`config.mk`:
```
export PLATFORM = sky130hd
export DESIGN_NAME = shift_add_multiplier
export DESIGN_NICKNAME = d
export VERILOG_FILES = /design/src/rtl/mult_pkg.sv /design/src/rtl/mult_step.sv /design/src/rtl/shift_add_multiplier.sv
export SDC_FILE = /design/constraint.sdc
export NUM_CORES = 1
export LEC_CHECK = 0
export BUFFER_PORTS_ARGS = -buffer_cell sky130_fd_sc_hd__buf_2
export CORE_MARGIN = 4
export CORE_UTILIZATION = 50
export CTS_CLUSTER_DIAMETER = 200
export CTS_CLUSTER_SIZE = 8
export DETAILED_ROUTE_END_ITERATION = 8
export GPL_TIMING_DRIVEN = 0
export HOLD_SLACK_MARGIN = 0.02
export PLACE_DENSITY_LB_ADDON = 0.3
export SLEW_MARGIN = 25
export SYNTH_ARGS = -nofsm -noshare
export SYNTH_HDL_FRONTEND = slang
export SYNTH_SLANG_ARGS = --single-unit
```
`constraint.sdc`:
```
create_clock -name clock -period 8 [get_ports clock]
set_input_delay 1.6 -clock clock [delete_from_list [all_inputs] [get_ports clock]]
set_output_delay 1.6 -clock clock [all_outputs]
set_load 0.02 [all_outputs]
```
`src/rtl/mult_pkg.sv`:
```
// Shared types for the shift-add multiplier: FSM state encoding and the
// width helper for the step counter.
package mult_pkg;

  typedef enum logic [1:0] {
    IDLE = 2'd0,
    RUN  = 2'd1,
    DONE = 2'd2
  } state_t;

  // Counter wide enough to hold every value from 0 to n/k.
  function automatic int cnt_w(input int n, input int k);
    return $clog2(n / k + 1);
  endfunction

endpackage

```
`src/rtl/mult_step.sv`:
```
// One radix-2^K step: magnitude A times a K-bit digit, shifted to the digit's
// offset and added into the 2N-bit accumulator. Purely combinational.
module mult_step
  import mult_pkg::*;
#(
  parameter int N  = 32,
  parameter int K  = 1,
  parameter int CW = cnt_w(N, K)
) (
  input  logic [2*N-1:0] acc,
  input  logic [N-1:0]   mag_a,
  input  logic [K-1:0]   digit,
  input  logic [CW-1:0]  count,
  output logic [2*N-1:0] acc_next
);

  localparam int OW = $clog2(2 * N);

  logic [N+K-1:0] partial;
  logic [OW-1:0]  offset;

  // Full-width partial product; the offset never exceeds N-K so nothing is lost.
  assign partial  = (N+K)'(mag_a) * (N+K)'(digit);
  assign offset   = OW'(count) * OW'(K);
  assign acc_next = acc + ((2*N)'(partial) << offset);

endmodule

```
`src/rtl/shift_add_multiplier.sv`:
```
// Iterative signed/unsigned N x N multiplier retiring K multiplier bits per cycle;
// accept-to-out_valid latency is N/K+1 cycles and the product holds in DONE until out_ready.
module shift_add_multiplier
  import mult_pkg::*;
#(
  parameter int N = 32,
  parameter int K = 1
) (
  input  logic           clock,
  input  logic           reset,
  input  logic           in_valid,
  output logic           in_ready,
  input  logic [N-1:0]   multiplicand,
  input  logic [N-1:0]   multiplier,
  input  logic           is_signed,
  output logic           out_valid,
  input  logic           out_ready,
  output logic [2*N-1:0] product,
  output logic           busy
);

  localparam int CW = cnt_w(N, K);
  localparam logic [CW-1:0] LAST = CW'(N / K - 1);

  if (N < 2 || K < 1 || (N % K) != 0) begin : g_bad_param
    $error("shift_add_multiplier: N must be >= 2 and K must divide N");
  end

  state_t          state;
  logic [N-1:0]    mag_a;
  logic [N-1:0]    mplier;
  logic            neg;
  logic [2*N-1:0]  acc;
  logic [CW-1:0]   count;
  logic [2*N-1:0]  acc_next;
  logic [N-1:0]    abs_a;
  logic [N-1:0]    abs_b;

  // Two's-complement negation of the most negative value yields 2^(N-1) unsigned.
  assign abs_a = (is_signed && multiplicand[N-1]) ? -multiplicand : multiplicand;
  assign abs_b = (is_signed && multiplier[N-1])   ? -multiplier   : multiplier;

  mult_step #(
    .N  (N),
    .K  (K),
    .CW (CW)
  ) u_step (
    .acc      (acc),
    .mag_a    (mag_a),
    .digit    (mplier[K-1:0]),
    .count    (count),
    .acc_next (acc_next)
  );

  always_ff @(posedge clock or posedge reset) begin
    if (reset) begin
      state     <= IDLE;
      in_ready  <= 1'b1;
      out_valid <= 1'b0;
      busy      <= 1'b0;
      product   <= '0;
      acc       <= '0;
      count     <= '0;
      mag_a     <= '0;
      mplier    <= '0;
      neg       <= 1'b0;
    end else begin
      case (state)
        IDLE: begin
          if (in_valid) begin
            mag_a    <= abs_a;
            mplier   <= abs_b;
            neg      <= is_signed & (multiplicand[N-1] ^ multiplier[N-1]);
            acc      <= '0;
            count    <= '0;
            state    <= RUN;
            in_ready <= 1'b0;
            busy     <= 1'b1;
          end
        end
        RUN: begin
          acc    <= acc_next;
          mplier <= mplier >> K;
          count  <= count + CW'(1);
          if (count == LAST) begin
            // A zero magnitude negates to zero, so no sign artefact escapes.
            product   <= neg ? -acc_next : acc_next;
            state     <= DONE;
            busy      <= 1'b0;
            out_valid <= 1'b1;
          end
        end
        DONE: begin
          if (out_ready) begin
            state     <= IDLE;
            out_valid <= 1'b0;
            in_ready  <= 1'b1;
          end
        end
        default: begin
          state     <= IDLE;
          in_ready  <= 1'b1;
          out_valid <= 1'b0;
          busy      <= 1'b0;
        end
      endcase
    end
  end

endmodule
```
==> results of run 1 <==
==> worst max path at each step <==
stage,depth (start not counted),to,start,slack (ps)
after floorplan,1,acc[0],reset,830
after global placement,2,product[60],reset,-1360
after detailed placement,24,product[62],count[1],-710
after CTS,26,product[62],count[0],150
final,25,product[62],count[0],300
after global routing,25,product[62],count[0],4
==> what timing repair did <==
action	4_1_cts	5_1_grt
hold buffers	0	0
setup endpoints to repair	22	18
endpoints found under the hold margin	0	0
gates resized for setup	7	8
pin swaps	0	1
==> cell families (layout without fill, tap and decap cells) <==
logic type	after synthesis	in the layout	share of synthesized area [%]
simple gates	885	885	24.3
compound gates	721	721	25.7
flops	204	204	29.1
buf+inv	183	362	4.11
xor+xnor	149	149	7.52
fa+ha+maj	68	68	4.89
mux	64	64	4.39
==> routing by layer <==
metal | vias to the layer above | GRT usage (%) | wire, µm
met3 | 155 | 6.19 | 5490
met4 | 0 | 14.9 | 3240
met2 | 766 | 55.5 | 30500
met5 | - | 0 | 0
met1 | 8857 | 44.2 | 27900
li1 | 8598 | - | -
==> through the flow <==
step                instances  total power [mW]  setup slack, ps
CTS                      2908              10.3              146
floorplan                2274              6.81              834
detailed placement       2866              9.10             -713
finish                   2908              10.5              301
global route             2908              11.2             3.50
global placement         2864              9.01            -1360
==> area by class of cell <==
class                           instances  area [µm²]
Clock buffer                           42         774
Timing Repair Buffer                  137         731
Fill cell                            3226       14900
Buffer                                144         583
Tap cell                              455         569
Multi-Input combinational cell       1887       11800
Inverter                               37         146
Clock inverter                          2        50.0
Sequential cell                       204        5110
==> critical path, delay by kind of cell, from the launching register on <==
family          cells  cell delay (ps)
simple gates        6              970
flops               1              450
compound gates     13             4400
buf+inv             4             1300
mux                 1              210
fa+ha+maj           1              270
==> power breakdown <==
part           internal (mW)  total, mW  switching, mW
combinational           2.38       7.62           5.23
clock                  0.692       1.17          0.480
sequential              1.48       1.75          0.278
total                   4.55       10.5           5.99
==> layout by cell type (no fill, tap or decap), types with 32 or more instances in the layout <==
cell type  instances
inv_1             36
dfrtp_1          203
nor2_1           151
a22oi_1           32
mux2i_1           41
nand2_1          338
and2_1            45
xor2_1            65
nor3_1            39
ha_1              67
buf_2            144
a21oi_1          118
nand3_1          125
xnor2_1           80
o21ai_0          307
clkbuf_1         122
==> sequential cells by signal, indices dropped and copies added, names as in the netlist <==
signal	flops
busy	1
neg	1
mplier	32
count	6
in_ready	1
acc	64
out_valid	1
mag_a	32
state	2
product	64
==> run metrics, run 1 <==
Final Instance Area 19700 µm²; top cell type's share of synthesized area 28.9%; buffer depth of the longest clock path 3; Final Wtd Congestion 1.00; Slew Limit Headroom 32.4%; r2r setup slk 300 ps; Setup TNS Final 0 ps; RSZ-0062 raised after global routing no; HPWL Detailed 54800 µm; Final Hold Viols 0; Crit path top cell by count a31oi_1; clk sink count 204; nets@finish 2577; vias per cell 6.32; Unique masters post-synth 102; Initial Util 50.7%; number of global-route vias before repair 18002; Cell Area, Synth 17600 µm²; placed inst area 18900 µm²; hold depth 2; syn_area_per_cell 7.72 µm²; reg2reg start count[0]; synth top area cells dfrtp_1, o21ai_0, nand2_1; Worst Hold Launch product[43]; Syn Inst Count 2274; Pwr Density 534 nW/µm²; hold_ws 462 ps; Post-synth top cells nand2_1, o21ai_0, dfrtp_1; Avg WL per Cell 23.1 µm; fraction of layout cells with a size suffix above 1 11.1%; largest net degree at the start of global routing 88; port bufs 135; final period utilization 96.2%; CP max-delay cell o211ai_1; row count 68; H-tree depth 1; worst slew pin tran 1010 ps; drt first pass iters 6; Die Ht 195 µm; # Max-Cap Violations 0; setup violators final 0; TritonCTS clock tree yes; post-layout util 57.0%; first-pass GRT wire length 103000 µm; chip width 195 µm; Worst-path clk slew 60 ps; Clk Latency, worst-skew pair 580 ps; Crit path arrival time 8200 ps; worst IR drop on VDD 0.259 mV; flops & latches, synth 204; post-route ant nets 0; Worst Path Max Fanout 19; R2R depth 25; gr usage total 34.0%; Post-synth top flop dfrtp_1; final WL 67100 µm; Worst Hold Endpoint product[43]; Critical Path End Type register; Ant. Diodes 0; maximum clock rate 130 MHz; ys async rst share 100%; fin. max-slew vios 0; Hold Path Class register to register; postcts setup bufs 0; Seq/Total Area, Yosys 29.1%; Via Count 18376; Pleak 8.30 nW; Synth Net Count 2411; Die ar. 38200 µm²; core footprint 34600 µm²; Ports 136; clock skew 17.3 ps; WP data required 8500 ps; DRT iter0 DRCs 1393; antenna violations before repair 1; R2R Path End product[62]; Post-synth EDFFs 0; CTS buffer count 29; count leader, synth nand2_1; startpoint types register; highest cell delay on the worst timing path 620 ps; top cell type by total area after synthesis dfrtp_1; DRC viols 0; Tmin final 7700 ps; grt ovf 0; status finished, final reports clean; clock root buffer master clkbuf_16; Setup CP Type register to register; Layout Area Growth over Synthesis 12.4%; yosys warns 0
(Power assumes the default switching activity.)
==> inputs of run 2 (changes only) <==
--- a/config.mk
+++ b/config.mk
@@ -7,7 +7,7 @@
 export LEC_CHECK = 0
 export BUFFER_PORTS_ARGS = -buffer_cell sky130_fd_sc_hd__buf_2
 export CORE_MARGIN = 4
-export CORE_UTILIZATION = 50
+export CORE_UTILIZATION = 45
 export CTS_CLUSTER_DIAMETER = 200
 export CTS_CLUSTER_SIZE = 8
 export DETAILED_ROUTE_END_ITERATION = 8
==> run 2 against run 1 <==
  * First-iteration DRC count up 28%
  * Non-clock buffer count up 2
  * Sequential cell count unchanged
  * Clock power about the same
  * Final area up 0.41%
  * Combinational power down 1%
  * Register-to-register slack better by 30 ps
  * Setup slack better by 28 ps
  * Global-route usage down 3.7 points
  * Sequential power about the same
  * Critical path type unchanged
==> run metrics, run 2 (synthesized netlist as in run 1, its figures left out) <==
setup violators final 0 (unchanged); Via Count 18193 (was 18376); sw power 5.89 mW (was 5.99 mW); DRC viols 0 (unchanged); clock root buffer master clkbuf_16 (unchanged); worst IR drop on VDD 0.199 mV (was 0.259 mV); Hold Path Class register to register (unchanged); final WL 65500 µm (was 67100 µm); Ant. Diodes 0 (unchanged); antenna violations before repair 1 (unchanged); Worst-path clk slew 60 ps (about the same); final period utilization 95.9% (was 96.2%); startpoint types register (unchanged); worst setup margin 329 ps (was 301 ps); Final Wtd Congestion 1.02 (was 1.00); vias per cell 6.12 (was 6.32); fraction of layout cells with a size suffix above 1 11.1% (about the same); Pwr Density 527 nW/µm² (was 534 nW/µm²); drt first pass iters 6 (unchanged); most frequent cells in the layout nand2_1, o21ai_0, dfrtp_1 (unchanged); nets@finish 2579 (was 2577); gr usage total 30.3% (was 34.0%); first-pass GRT wire length 100000 µm (was 103000 µm); reg2reg start count[1] (was count[0]); Critical Path End Type register (unchanged); Regs by FF count acc (64), product (64) (unchanged); clk sink count 204 (unchanged); Final Instance Area 19800 µm² (was 19700 µm²); clock skew 33.5 ps (was 17.3 ps); WP data required 8410 ps (was 8500 ps); Die ar. 42200 µm² (was 38200 µm²); Initial Util 45.4% (was 50.7%); Final Hold Viols 0 (unchanged); core footprint 38600 µm² (was 34600 µm²); Layout Area Growth over Synthesis 12.8% (was 12.4%); Ports 136 (unchanged); H-tree depth 1 (unchanged); DRT iter0 DRCs 1777 (was 1393); Tmin final 7670 ps (was 7700 ps); Clk Latency, worst-skew pair 590 ps (was 580 ps); row count 72 (was 68); Setup WS pre-CTS -690 ps (was -713 ps); FILL cells 3844 (was 3226); placed inst area 18900 µm² (about the same); most common cell after layout, fill and taps aside nand2_1 (unchanged); Slew Limit Headroom 35.6% (was 32.4%); # Max-Cap Violations 0 (unchanged); post-route ant nets 0 (unchanged); buffer depth of the longest clock path 3 (unchanged); RSZ-0062 raised after global routing no (unchanged); maximum clock rate 130 MHz (about the same); Pleak 8.31 nW (was 8.30 nW); Avg WL per Cell 22.0 µm (was 23.1 µm); Setup CP Type register to register (unchanged); number of global-route vias before repair 17400 (was 18002); Internal Pwr Total 4.55 mW (about the same); chip width 206 µm (was 195 µm); fin. max-slew vios 0 (unchanged); Clock Power Share 11.2% (was 11.1%); TritonCTS clock tree yes (unchanged); largest net degree at the start of global routing 93 (was 88); sequential share of power 16.8% (was 16.6%); Worst Path Max Fanout 19 (unchanged); CTS buffer count 29 (unchanged); crit path launch count[1] (was count[0]); Crit path arrival time 8080 ps (was 8200 ps); HPWL Detailed 53600 µm (was 54800 µm); status finished, final reports clean (unchanged); logic gate share of total power 72.0% (was 72.2%); switching power share of the total 56.4% (was 56.8%); worst slew pin tran 966 ps (was 1010 ps); grt ovf 0 (unchanged); Die Ht 206 µm (was 195 µm); port bufs 135 (unchanged); Worst Hold Launch product[51] (was product[43])
[run 2: final timing paths]
check | endpoint | slack [ps] | cells past startpoint
worst min register to register | product[51] | 470 | 2
worst max register to register | product[62] | 330 | 23
worst max-delay path | product[62] | 330 | 23
worst min-delay path | product[51] | 470 | 2
min in group asynchronous | acc[8] | 990 | 2
max in group asynchronous | product[60] | 6210 | 3
[run 2: through the flow]
| step | hold slack (ps) | util [%] | setup TNS, ps | total power [mW] | cells |
|---|---|---|---|---|---|
| after floorplan | 456 | - | 0 | 6.81 | 2274 |
| after global placement | 456 | 48.9 | -282250 | 8.93 | 2927 |
| after detailed placement | 465 | 49.0 | -4870 | 9.03 | 2929 |
| after CTS | 476 | 51.2 | 0 | 10.2 | 2971 |
| after global routing | 485 | 51.3 | 0 | 11.2 | 2973 |
| final | 468 | 51.3 | 0 | 10.4 | 2973 |
[run 2: worst max-delay path, stage by stage, from the launching register on]
cell and delay (ps):
dfrtp_1 340, clkbuf_2 440, clkbuf_2 390, clkbuf_1 390
nand2_1 90, o21ai_0 320, nand2_1 160, o21ai_0 480
mux2i_1 220, o21ai_0 490, ha_1 200, clkbuf_1 300
nand4_1 190, nor3_1 510, nand3_1 280, a311oi_1 530
nor3_1 190, xor2_2 340, o311ai_1 290, a211oi_2 360
o2111ai_1 360, nor4_1 340, or3_1 160, a31oi_1 70
[run 2: layer usage]
metal	global-route usage [%]	up-vias	routed length (µm)
met4	9.50	0	2150
met3	3.64	92	4610
met5	0	-	0
met1	41.0	8746	28300
met2	50.8	733	30500
li1	-	8622	-
[run 2: final cells by class]
type	instances	area [µm²]	area share, %
clock inverter	2	50.0	0.253
buffer	144	583	2.94
multi-input combinational	1887	11800	59.4
sequential	204	5110	25.8
inverter	37	146	0.739
tap	518	648	3.27
timing repair buffer	139	746	3.76
clock buffer	42	774	3.91
[run 2: timing repair]
action                                  4_1_cts  5_1_grt
setup buffers                                 0        2
pin swaps                                     0        1
hold buffers                                  0        0
endpoints found under the setup margin       22       13
resized for setup                             6        6
[run 2: power by group through the flow]
stage | combinational (mW) | clock (mW) | sequential [mW]
final | 7.52 | 1.17 | 1.75
after global routing | 8.13 | 1.23 | 1.80
after CTS | 7.31 | 1.19 | 1.75
after detailed placement | 7.27 | 0 | 1.76
after global placement | 7.19 | 0 | 1.74
after floorplan | 5.01 | 0 | 1.80
==> inputs of run 3 (changes only) <==
--- a/config.mk
+++ b/config.mk
@@ -5,9 +5,11 @@
 export SDC_FILE = /design/constraint.sdc
 export NUM_CORES = 1
 export LEC_CHECK = 0
+export ABC_AREA = 1
 export BUFFER_PORTS_ARGS = -buffer_cell sky130_fd_sc_hd__buf_2
 export CORE_MARGIN = 4
 export CORE_UTILIZATION = 45
+export CTS_BUF_LIST = sky130_fd_sc_hd__clkbuf_4 sky130_fd_sc_hd__clkbuf_8 sky130_fd_sc_hd__clkbuf_16
 export CTS_CLUSTER_DIAMETER = 200
 export CTS_CLUSTER_SIZE = 8
 export DETAILED_ROUTE_END_ITERATION = 8
==> run 3 against run 2 <==
  * Sequential share of layout area is 2.6 points lower
  * First-iteration DRC count is 24% higher
  * Routed wire length is 12% higher
  * Sequential cell count stayed put
  * Synthesized area is 12% higher
  * Core utilization is 0.23 points lower
  * Final area is 11% higher
  * Maximum frequency is 22% higher
  * Via count is 19% higher
  * Highest routed layer unchanged
==> run metrics, run 3 <==
status finished, final reports clean (unchanged); Layout Area Growth over Synthesis 11.9% (was 12.8%); Worst-path clk slew 50 ps (was 60 ps); DRC viols 0 (unchanged); post-route ant nets 0 (unchanged); Cell Area, Synth 19700 µm² (was 17600 µm²); largest net degree at the start of global routing 96 (was 93); top cell type by total area after synthesis dfrtp_1 (unchanged); count leader, synth nand2_1 (unchanged); Die Ht 217 µm (was 206 µm); DRT iter0 DRCs 2201 (was 1777); PostCTS Resize Cnt 0 (was 6); antenna violations before repair 2 (was 1); gr usage total 30.1% (was 30.3%); Crit path arrival time 6780 ps (was 8080 ps); Die ar. 47300 µm² (was 42200 µm²); Syn Inst Count 3311 (was 2274); hold_ws 475 ps (was 468 ps); ys async rst share 100% (unchanged); Clk Latency, worst-skew pair 590 ps (about the same); RSZ-0062 raised after global routing no (unchanged); clock root buffer master clkbuf_16 (unchanged); # Max-Cap Violations 0 (unchanged); Synth Net Count 3448 (was 2411); WL met3 6010 µm (was 4610 µm); row count 76 (was 72); top sig layer met4 (unchanged); highest cell delay on the worst timing path 800 ps (was 530 ps); HPWL Detailed 60700 µm (was 53600 µm); H-tree depth 1 (unchanged); setup violators final 0 (unchanged); yosys warns 0 (unchanged); chip width 217 µm (was 206 µm); Ports 136 (unchanged); worst slew pin tran 1110 ps (was 966 ps); M1 wire length 32200 µm (was 28300 µm); top cell type's share of synthesized area 25.7% (was 28.9%); Hold Path Class register to register (unchanged); fraction of layout cells with a size suffix above 1 9.62% (was 11.1%); CP max-delay cell a221oi_1 (was a311oi_1); port bufs 135 (unchanged); startpoint types register (unchanged); core footprint 43300 µm² (was 38600 µm²); vias per cell 5.30 (was 6.12); syn_area_per_cell 5.96 µm² (was 7.72 µm²); Setup TNS Final 0 ps (unchanged); buffer depth of the longest clock path 3 (unchanged); Initial Util 45.6% (was 45.4%); drt first pass iters 6 (unchanged); FILL cells 4703 (was 3844); Seq/Total Area, Yosys 25.9% (was 29.1%); Unique masters post-synth 55 (was 102); placed inst area 21200 µm² (was 18900 µm²); Avg WL per Cell 18.0 µm (was 22.0 µm); CTS Hold Bufs 0 (unchanged); synth top area cells dfrtp_1, nand2_1, inv_1 (was dfrtp_1, o21ai_0, nand2_1); fin. max-slew vios 0 (unchanged); number of global-route vias before repair 19748 (was 17400); Final Wtd Congestion 1.05 (was 1.02); Regs by FF count acc (64), product (64) (unchanged); Final Hold Viols 0 (unchanged); Setup CP Type register to register (unchanged); clk sink count 204 (unchanged); Post-synth top cells nand2_1, inv_1, o21ai_0 (was nand2_1, o21ai_0, dfrtp_1); CTS buffer count 29 (unchanged); clock skew 18.2 ps (was 33.5 ps); Critical Path End Type register (unchanged); maximum clock rate 159 MHz (was 130 MHz); Tmin final 6300 ps (was 7670 ps); grt ovf 0 (unchanged); flops & latches, synth 204 (unchanged); first-pass GRT wire length 112000 µm (was 100000 µm); Worst Path Max Fanout 10 (was 19); final period utilization 78.8% (was 95.9%); Post-synth top flop dfrtp_1 (unchanged); most common cell after layout, fill and taps aside nand2_1 (unchanged); Post-synth EDFFs 0 (unchanged); met2 WL post-DR 32100 µm (was 30500 µm); TritonCTS clock tree yes (unchanged); area of the multi-input gates 12400 µm² (was 11800 µm²); Via Count 21610 (was 18193); most frequent cells in the layout nand2_1, inv_1, o21ai_0 (was nand2_1, o21ai_0, dfrtp_1); Reg area 5110 µm² (unchanged); Final Instance Area 22100 µm² (was 19800 µm²); final WL 73200 µm (was 65500 µm); nets@finish 3616 (was 2579); postcts setup bufs 0 (unchanged); Crit path top cell by count nand2_1 (was o21ai_0); post-layout util 51.0% (was 51.3%); WP data required 8470 ps (was 8410 ps); Slew Limit Headroom 25.9% (was 35.6%)
run 3: worst paths after layout:
path	start	endpoint	slack, ps	cells past startpoint
max in group asynchronous	reset	product[44]	6230	3
min in group asynchronous	reset	mag_a[9]	990	2
worst min register to register	product[62]	product[62]	480	2
worst max register to register	count[1]	product[61]	1700	27
worst min-delay path	product[62]	product[62]	480	2
worst max-delay path	count[1]	product[61]	1700	27
run 3: cell type report:
cell class | instances | share of cell area, %
Inverter | 475 | 8.11
Timing Repair Buffer | 137 | 3.31
Sequential cell | 204 | 23.1
Tap cell | 585 | 3.31
Buffer | 107 | 1.89
Clock inverter | 2 | 0.227
Antenna cell | 1 | 0.0113
Clock buffer | 42 | 3.73
Multi-Input combinational cell | 2525 | 56.3
run 3: layer usage:
layer | track usage [%] | up-vias
met5 | 0 | -
met4 | 10.2 | 0
met3 | 5.07 | 143
met2 | 47.8 | 817
met1 | 41.6 | 9850
li1 | - | 10800
run 3: kinds of logic after synthesis:
family | count (synthesis) | synth area share [%]
buffers and inverters | 582 | 11.1
flip-flops | 204 | 25.9
AND/OR/NAND/NOR | 1859 | 40.4
multiplexers | 5 | 0.254
XOR/XNOR | 92 | 4.08
AO/OA/AOI/OAI | 501 | 13.9
adder cells (fa/ha/maj) | 68 | 4.35
run 3: critical path: cells and delay by family (launching register included):
family | cells | cell delay (ps)
compound gates | 4 | 1640
buf+inv | 5 | 1310
simple gates | 16 | 2260
mux | 1 | 170
flops | 1 | 380
fa+ha+maj | 1 | 440
run 3: per-stage QoR:
step                      std cells  setup WS [ps]
after floorplan                3311            834
after global placement         4031          -1750
after detailed placement       4033           1980
after CTS                      4077           1950
after global routing           4077           1130
final                          4078           1700
Power of run 3 is left out: the tool's default activity adds up to more than one toggle a clock period on the data nets, which glitch-free logic cannot reach.
